File: config.mk
export PLATFORM = sky130hd
export DESIGN_NAME = pat_seq
export DESIGN_NICKNAME = d
export VERILOG_FILES = /design/src/rtl/pat_seq_pkg.sv /design/src/rtl/pat_call_stack.sv /design/src/rtl/pat_seq.sv
export SDC_FILE = /design/constraint.sdc
export NUM_CORES = 1
export LEC_CHECK = 0
export CAP_MARGIN = 15
export CORE_MARGIN = 2
export CORE_UTILIZATION = 35
export CTS_BUF_LIST = sky130_fd_sc_hd__clkbuf_16
export CTS_CLUSTER_SIZE = 14
export DETAILED_ROUTE_END_ITERATION = 6
export PLACE_DENSITY = 0.57
export SETUP_SLACK_MARGIN = 0.2
export SYNTH_ARGS = -nofsm -noshare
export SYNTH_HDL_FRONTEND = slang
export SYNTH_SLANG_ARGS = --single-unit
File: constraint.sdc
create_clock -name clk -period 2.75 [get_ports clk]
set_input_delay 0.4125 -clock clk [delete_from_list [all_inputs] [get_ports clk]]
set_output_delay 0.4125 -clock clk [all_outputs]
set_load 0.01 [all_outputs]
File: src/rtl/pat_seq_pkg.sv
// Shared types for the pat sequencer: control-flow op and condition encodings,
// plus the condition evaluator used by pat_seq.
package pat_seq_pkg;

    typedef enum logic [2:0] {
        OP_INC  = 3'b000,
        OP_BF   = 3'b001,
        OP_BB   = 3'b010,
        OP_CALL = 3'b011,
        OP_RET  = 3'b100,
        OP_LOOP = 3'b101,
        OP_LDLC = 3'b110,
        OP_RSV  = 3'b111
    } op_e;

    typedef enum logic [1:0] {
        C_ALWAYS = 2'b00,
        C_Z      = 2'b01,
        C_NZ     = 2'b10,
        C_C      = 2'b11
    } cond_e;

    // True when the selected condition holds for the sampled ALU flags.
    function automatic logic cond_met(input cond_e c, input logic flag_z, input logic flag_c);
        logic met;
        met = 1'b1;
        case (c)
            C_ALWAYS: met = 1'b1;
            C_Z:      met = flag_z;
            C_NZ:     met = !flag_z;
            C_C:      met = flag_c;
            default:  met = 1'b1;
        endcase
        return met;
    endfunction

endpackage

File: src/rtl/pat_call_stack.sv
// Bounded LIFO of return addresses; top entry is read combinationally so a
// pop can follow a push on the very next edge.
module pat_call_stack #(
    parameter int unsigned DEPTH = 8,
    parameter int unsigned SP_W  = 3,
    parameter int unsigned DW    = 10
) (
    input  logic            clk,
    input  logic            reset,
    input  logic            push,
    input  logic            pop,
    input  logic [DW-1:0]   wdata,
    output logic [DW-1:0]   top,
    output logic [SP_W:0]   depth,
    output logic            full,
    output logic            empty
);

    logic [DW-1:0] mem [DEPTH];
    logic [SP_W:0] depth_nxt;
    logic          do_push;
    logic          do_pop;

    always_comb begin
        do_push   = push && !full;
        do_pop    = pop && !push && !empty;
        depth_nxt = depth;
        if (do_push) begin
            depth_nxt = depth + (SP_W+1)'(1);
        end else if (do_pop) begin
            depth_nxt = depth - (SP_W+1)'(1);
        end
    end

    // Occupancy and status flags are all flops, updated together.
    always_ff @(posedge clk or negedge reset) begin
        if (!reset) begin
            depth <= '0;
            full  <= 1'b0;
            empty <= 1'b1;
        end else begin
            depth <= depth_nxt;
            full  <= (depth_nxt == (SP_W+1)'(DEPTH));
            empty <= (depth_nxt == '0);
        end
    end

    // Entry storage is deliberately left unreset.
    always_ff @(posedge clk) begin
        if (do_push) begin
            mem[SP_W'(depth)] <= wdata;
        end
    end

    assign top = mem[SP_W'(depth - (SP_W+1)'(1))];

endmodule

File: src/rtl/pat_seq.sv
// Program sequencer: PC, call/return stack and sticky stack errors.
// Optional hardware loop counter enabled by defining PAT_SEQ_LOOP_EN.
module pat_seq
    import pat_seq_pkg::*;
#(
    parameter int unsigned I_ADR_WIDTH = 10,
    parameter int unsigned OFS_WIDTH   = 8,
    parameter int unsigned STACK_DEPTH = 8,
    parameter int unsigned SP_WIDTH    = 3,
    parameter int unsigned RESET_PC    = 0
) (
    input  logic                   clk,
    input  logic                   reset,
    input  logic                   advance,
    input  logic [2:0]             op,
    input  logic [1:0]             cond,
    input  logic                   flag_z,
    input  logic                   flag_c,
    input  logic [OFS_WIDTH-1:0]   offset,
    input  logic                   err_clr,
    output logic [I_ADR_WIDTH-1:0] pc,
    output logic [SP_WIDTH:0]      depth,
    output logic                   stack_full,
    output logic                   stack_empty,
    output logic                   stack_ovf,
    output logic                   stack_udf
);

    logic [I_ADR_WIDTH-1:0] pc_nxt;
    logic [I_ADR_WIDTH-1:0] pc_inc;
    logic [I_ADR_WIDTH-1:0] ofs_ext;
    logic [I_ADR_WIDTH-1:0] stk_top;
    logic                   push;
    logic                   pop;
    logic                   ovf_set;
    logic                   udf_set;
    op_e                    op_eff;

`ifdef PAT_SEQ_LOOP_EN
    logic [OFS_WIDTH-1:0]   lc;
    logic [OFS_WIDTH-1:0]   lc_nxt;
`endif

    assign pc_inc  = pc + I_ADR_WIDTH'(1);
    assign ofs_ext = I_ADR_WIDTH'(offset);

    pat_call_stack #(
        .DEPTH (STACK_DEPTH),
        .SP_W  (SP_WIDTH),
        .DW    (I_ADR_WIDTH)
    ) u_stack (
        .clk   (clk),
        .reset (reset),
        .push  (push),
        .pop   (pop),
        .wdata (pc_inc),
        .top   (stk_top),
        .depth (depth),
        .full  (stack_full),
        .empty (stack_empty)
    );

    // Next-PC and stack control; a failed condition degrades the op to INC.
    always_comb begin
        pc_nxt  = pc;
        push    = 1'b0;
        pop     = 1'b0;
        ovf_set = 1'b0;
        udf_set = 1'b0;
        op_eff  = cond_met(cond_e'(cond), flag_z, flag_c) ? op_e'(op) : OP_INC;
`ifdef PAT_SEQ_LOOP_EN
        lc_nxt  = lc;
`endif
        if (advance) begin
            pc_nxt = pc_inc;
            case (op_eff)
                OP_BF: pc_nxt = pc + ofs_ext;
                OP_BB: pc_nxt = pc - ofs_ext;
                OP_CALL: begin
                    if (stack_full) begin
                        ovf_set = 1'b1;
                    end else begin
                        push   = 1'b1;
                        pc_nxt = pc + ofs_ext;
                    end
                end
                OP_RET: begin
                    if (stack_empty) begin
                        udf_set = 1'b1;
                    end else begin
                        pop    = 1'b1;
                        pc_nxt = stk_top;
                    end
                end
`ifdef PAT_SEQ_LOOP_EN
                OP_LDLC: lc_nxt = offset;
                OP_LOOP: begin
                    if (lc != '0) begin
                        lc_nxt = lc - OFS_WIDTH'(1);
                        pc_nxt = pc - ofs_ext;
                    end
                end
`endif
                default: pc_nxt = pc_inc;
            endcase
        end
    end

    // A fresh error in the err_clr cycle keeps its flag set.
    always_ff @(posedge clk or negedge reset) begin
        if (!reset) begin
            pc        <= I_ADR_WIDTH'(RESET_PC);
            stack_ovf <= 1'b0;
            stack_udf <= 1'b0;
        end else begin
            pc        <= pc_nxt;
            stack_ovf <= ovf_set | (stack_ovf & ~err_clr);
            stack_udf <= udf_set | (stack_udf & ~err_clr);
        end
    end

`ifdef PAT_SEQ_LOOP_EN
    always_ff @(posedge clk or negedge reset) begin
        if (!reset) begin
            lc <= '0;
        end else begin
            lc <= lc_nxt;
        end
    end
`endif

endmodule

# --- After elaboration in Yosys (flattened, before gate mapping) ---
# Memories as Yosys holds them, arrays and structs flattened.
# Index checks and enable logic that the tools add are counted.
# W data, S select, Z words.
totals:
  ff_bits: 18
  ramBits: 80
  in_bits: 19
  word_cells: 55
  mem_count: 1
mem_list:
  columns: ["name", "words", "width", "rd", "rd_clocked_by_memory_dff", "write_ports", "line_no", "source"]
  rows:
  - ["u_stack.mem", 8, 10, 1, 0, 1, "pat_call_stack.sv:19", "logic [DW-1:0] mem [DEPTH];"]
op_classes:
  n_addsub: 5
  eq_ne: 8
  mux: 21
  n_bitwise: 5
  n_reduce_logical: 9
ops:
  columns: ["op", "n"]
  rows:
  - ["$pmux W10 S4", 1]
  - ["$mux W10", 2]
  - ["$mux W1", 14]
  - ["$add A10 B1 Y10 const B", 1]
  - ["$add A10 B8 Y10", 1]
  - ["$sub A10 B8 Y10", 1]
  - ["$mux W4", 2]
  - ["$eq A3 B2 Y1 const B", 2]
  - ["$add A4 B1 Y4 const B", 1]
  - ["$eq A2 B2 Y1 const B", 2]
  - ["$eq A4 B4 Y1 const B", 1]
  - ["$logic_not A1 Y1", 4]
  - ["$logic_not A4 Y1", 1]
  - ["$pmux W1 S4", 1]
  - ["$sub A4 B1 Y4 const B", 1]
  - ["$eq A3 B1 Y1 const B", 1]
  - ["$eq A3 B3 Y1 const B", 1]
  - ["$logic_and A1 B1 Y1", 3]
  - ["$mux W3", 1]
  - ["$and A1 B1 Y1", 2]
  - ["$eq A2 B1 Y1 const B", 1]
  - ["$logic_not A2 Y1", 1]
  - ["$or A1 B1 Y1", 2]
  - ["$not A1 Y1", 1]

# --- Longest topological paths before layout ---
logic_depth:
  ltp_word: 12
  mapped_depth: 11
  depth_no_buf: 9

# --- Modules after synthesis ---
# From an unflattened synthesis, not the netlist that was laid out.
unflattened:
  cells_unflattened: 382
  hier_area_um2: 5228.8
modules_own_cells:
  columns: ["mod", "n_inst", "cells_per_inst", "area_per_inst_um2"]
  rows:
  - ["pat_call_stack", 1, 164, 3475.8]
  - ["pat_seq", 1, 218, 1752.9]

# --- Least setup slack after synthesis ---
# Ideal clock, no wire load.
synth_path:
  path_kind: "flip-flop to flip-flop"
  start: "reg u_stack.depth[0]"
  end: "reg pc[9]"
  t_arrival_ps: 2722
  slack_ps: -96
  path_stages_with_launch: 12
  path_buffers: 3
  period_less_slack_ps: 2846
  cell_sequence: "dfrtp_1 buf_2 buf_2 inv_1 ha_1 clkbuf_1 mux4_2 mux2i_1 nor2_1 a21oi_1 o41ai_1 a211o_1"
synth_between:
  elab_chain_cells: 4
synth_lines:
  columns: ["item", "line_no", "source"]
  rows:
  - ["start, declared", "pat_call_stack.sv:14", "output logic [SP_W:0] depth,"]
  - ["start signal, assigned", "pat_call_stack.sv:42", "depth <= depth_nxt;"]
  - ["$sub A4 B1 Y4", null, null]
  - ["$mem_v2 Z8 W10", null, null]
  - ["$mux W10", "pat_seq.sv:88", "if (stack_empty) begin"]
  - ["$pmux W10 S4", "pat_seq.sv:76", "case (op_eff)"]
  - ["end signal, assigned", "pat_seq.sv:112", "pc <= I_ADR_WIDTH'(RESET_PC);"]
  - ["end signal, assigned", "pat_seq.sv:116", "pc <= pc_nxt;"]
  - ["end, declared", "pat_seq.sv:21", "output logic [I_ADR_WIDTH-1:0] pc,"]
# No other way between the ends.
# A chain may end at the register's enable or synchronous reset.

# --- Worst setup path in the final report ---
layout_path:
  start: "in offset[2]"
  end: "reg pc[8]"
layout_between:
  elab_chain_cells: 3
  word_cells_on_any_way: 4
  cone_classes: "add/sub: 2; mux: 2"
layout_lines:
  columns: ["item", "line_no", "source"]
  rows:
  - ["start, declared", "pat_seq.sv:19", "input logic [OFS_WIDTH-1:0] offset,"]
  - ["$add A10 B8 Y10", "pat_seq.sv:77, pat_seq.sv:84", null]
  - ["$mux W10", "pat_seq.sv:80", "if (stack_full) begin"]
  - ["$pmux W10 S4 *", "pat_seq.sv:76", null]
# Mark *: on every way between the ends. The rest lies on a longest branch, timed or not.

==> summary.md <==
| Metric | Value |
|---|---|
| CTS clk-pin slew, worst paths | `0.07 ns` |
| CTS H-tree depth | `3` |
| Sequential fraction of design power | `34.8%` |
| Die height | `125.7 um` |
| Postcts setup bufs | `0` |
| DP Cell Count | `636` |
| Final setup vio count | `0` |
| Unrepaired setup endpoints after global routing | `no` |
| Ys Warns | `0` |
| Tcrit/Tclk final | `89.24%` |
| Worst-skew pair later-pin latency | `0.35 ns` |
| Max Cap Viol | `0` |
| DRT antenna net count | `0` |
| Setup crit start kind | `input port` |
| Post-CTS sizing | `0` |
| Setup ws final | `0.2959 ns` |
| Top_reg_cell synth | `edfxtp_1` |
| Chip Width | `125.7 um` |
| First-pass GRT wire length | `19.35 mm` |
| Gr usage total | `15.71%` |
| Count leader, synth | `edfxtp_1` |
| Syn_nets | `438` |
| Crit Path Category | `in2reg` |
| CTS root buffer | `clkbuf_16` |
| Cts hold-fix bufs | `0` |
| First drt pass iteration count | `7` |
| Initial antenna violation count | `0` |
| Via count | `3,536` |
| Synth Instances | `398` |
| Yosys top cell area share | `46.34%` |
| Gr ovfl total | `0` |
| Final Max Slew Viols | `0` |
| Cell Rows | `44` |
| Clk buf depth | `2` |
| Biggest area consumer among synthesized cells | `edfxtp_1` |
| Die area | `15,800 sq um` |
| Seq/Total Area, Yosys | `55.06%` |
| Yosys cell types | `59` |
| FFs w/ async S/R, synth | `18.37%` |
| Layout area overhead | `21.34%` |
| CP Capture Type | `flip-flop` |
| Hold Violations, Final | `0` |
| Total CTS buffers | `9` |
| CTS tree | `built` |
| Critical-path maximum fanout | `6` |
| HP Class | `in2async` |
| Core Region | `14,480 sq um` |
| Worst clock skew | `0.009126 ns` |
| Iteration-0 DRC Markers | `308` |
| Vias in the first global route | `3,559` |
| Mapped Avg Cell Area | `13.02 sq um` |
| Slew HR | `49.84%` |
| Synth cell count leaders | `edfxtp_1, nor2_1, inv_1` |
| Drt via density | `5.423` |
| VDD IR-drop max | `317.4 uV` |
| Largest net degree at the start of global routing | `27` |
| TNS Setup | `0 ns` |
| Initial Util | `35.80%` |
| Switching Share | `35.56%` |
| Fin cells | `652` |
| Layout Nets | `503` |
| Area contributors post-synth | `edfxtp_1, mux4_2, dfrtp_1` |
| Layout cells sized above 1 | `17.95%` |
| Internal power | `4.032 mW` |
| Gpl congestion | `0.8799` |
| DR WL/cell | `18.23 um` |
| Routed wire length | `11.89 mm` |
| Mapped Area | `5184 sq um` |
| Clock Power Share | `21.1%` |
| Comb pwr share | `44.0%` |
| WP data required | `2.97 ns` |
| Dpl hpwl | `8.535 mm` |
| Net load switching power | `2.225 mW` |
| EDFF count, synth | `80` |
| Slew @ Worst Pin | `0.7470 ns` |
| Dpl ws | `0.005565 ns` |
| PD cells | `994.9 nW/um^2` |
| Ant. Diodes | `0` |
| DRC viols | `0` |
| Fmax | `407.5 MHz` |
| CTS sink count | `98` |
| I/O pins | `37` |
| Status | `completed` |
| Min cycle time layout | `2.454 ns` |
| Leak Pwr | `2.287 nW` |
| WP data arrival | `2.67 ns` |
| #FFs+latches synth | `98` |
| Port bufs | `36` |
## final timing paths
check | from | end | slack [ns] | cells after the start
setup / recovery | offset[2] | pc[8] | 0.30 | 9
hold / removal | reset | u_stack.depth[2] | 0.41 | 2
setup reg to reg | u_stack.depth[1] | pc[0] | 0.37 | 9
hold reg to reg | stack_ovf | stack_ovf | 0.53 | 2
max in group asynchronous | reset | u_stack.empty | 2.07 | 2
min in group clk | stack_ovf | stack_ovf | 0.53 | 2
## layout make-up
type                    instances  area, sq um
clock inverters                 7        93.84
flip-flops and latches         98         2854
well taps                     184        230.2
repair buffers                 70        628.1
inverters                      29        108.9
fillers                      1325         8189
multi-input cells             255         2150
clock buffers                   9        225.2
## kinds of logic after synthesis
kind of cell	after synthesis	synth area share, %
and+or+nand+nor	102	10.36
DFF	98	55.06
AOI/OAI and AO/OA	84	11.66
buffers and inverters	45	3.476
muxes	34	11.44
adders and majority gates	21	5.359
xor gates and xnor gates	14	2.655
## worst max-delay path, stage by stage
cell             delay [ns]
clkdlybuf4s50_1        0.49
inv_1                  0.05
ha_1                   0.35
nand2b_1               0.18
a221oi_1               0.46
o21a_1                 0.23
o21ai_0                0.09
a221oi_1               0.31
nand3_1                0.10
## power groups by stage
stage / clock network, mW / registers [mW] / logic (mW)
finish: 1.32 / 2.18 / 2.76
global route: 1.42 / 2.21 / 3.03
CTS: 1.36 / 2.18 / 2.78
global placement: 0 / 2.20 / 2.73
detailed placement: 0 / 2.21 / 2.76
floorplan: 0 / 2.17 / 1.82
## sequential cells by signal, indices dropped and copies added, names as in the netlist
signal	cells
pc	10
stack_ovf	1
stack_udf	1
u_stack.depth	4
u_stack.empty	1
u_stack.full	1
u_stack.mem	80
## through the flow
step / area [sq um] / utilization [%] / total power, mW / hold WS (ns)
final: 6290 / 43.44 / 6.257 / 0.4090
after global routing: 6290 / 43.44 / 6.652 / 0.4224
after CTS: 6290 / 43.44 / 6.318 / 0.4081
after detailed placement: 5971 / 41.24 / 4.965 / 0.5148
after global placement: 5971 / 41.24 / 4.931 / 0.5032
after floorplan: 5190 / - / 3.989 / 0.1169
## per-layer routing
metal | vias up | global-route usage (%) | share of wire (%)
li1 | 1660 | - | -
met1 | 1772 | 21.53 | 47
met2 | 91 | 25.63 | 48
met3 | 13 | 2.591 | 3.9
met4 | 0 | 5.163 | 1.3
met5 | - | 0 | 0
## cell usage in the layout (no fill, tap or decap), types with 4 or more instances in the layout
| cell type | synthesis | final |
|---|---|---|
| edfxtp_1 | 80 | 80 |
| a21oi_1 | 21 | 21 |
| or3_1 | 5 | 5 |
| clkdlybuf4s50_1 | 0 | 36 |
| a221o_1 | 4 | 4 |
| o21a_1 | 4 | 4 |
| nand3_1 | 10 | 10 |
| nand2b_1 | 6 | 6 |
| clkbuf_16 | 0 | 9 |
| mux4_2 | 20 | 20 |
| mux2i_1 | 12 | 12 |
| inv_1 | 29 | 29 |
| o21ai_0 | 13 | 13 |
| and3_1 | 4 | 4 |
| ha_1 | 19 | 19 |
| nand2_1 | 19 | 19 |
| nor3_1 | 10 | 10 |
| xor2_1 | 4 | 4 |
| buf_4 | 1 | 33 |
| xnor2_1 | 8 | 8 |
| dfrtp_1 | 17 | 17 |
| a221oi_1 | 6 | 6 |
| nor2_1 | 30 | 30 |
(Power assumes the default switching activity.)
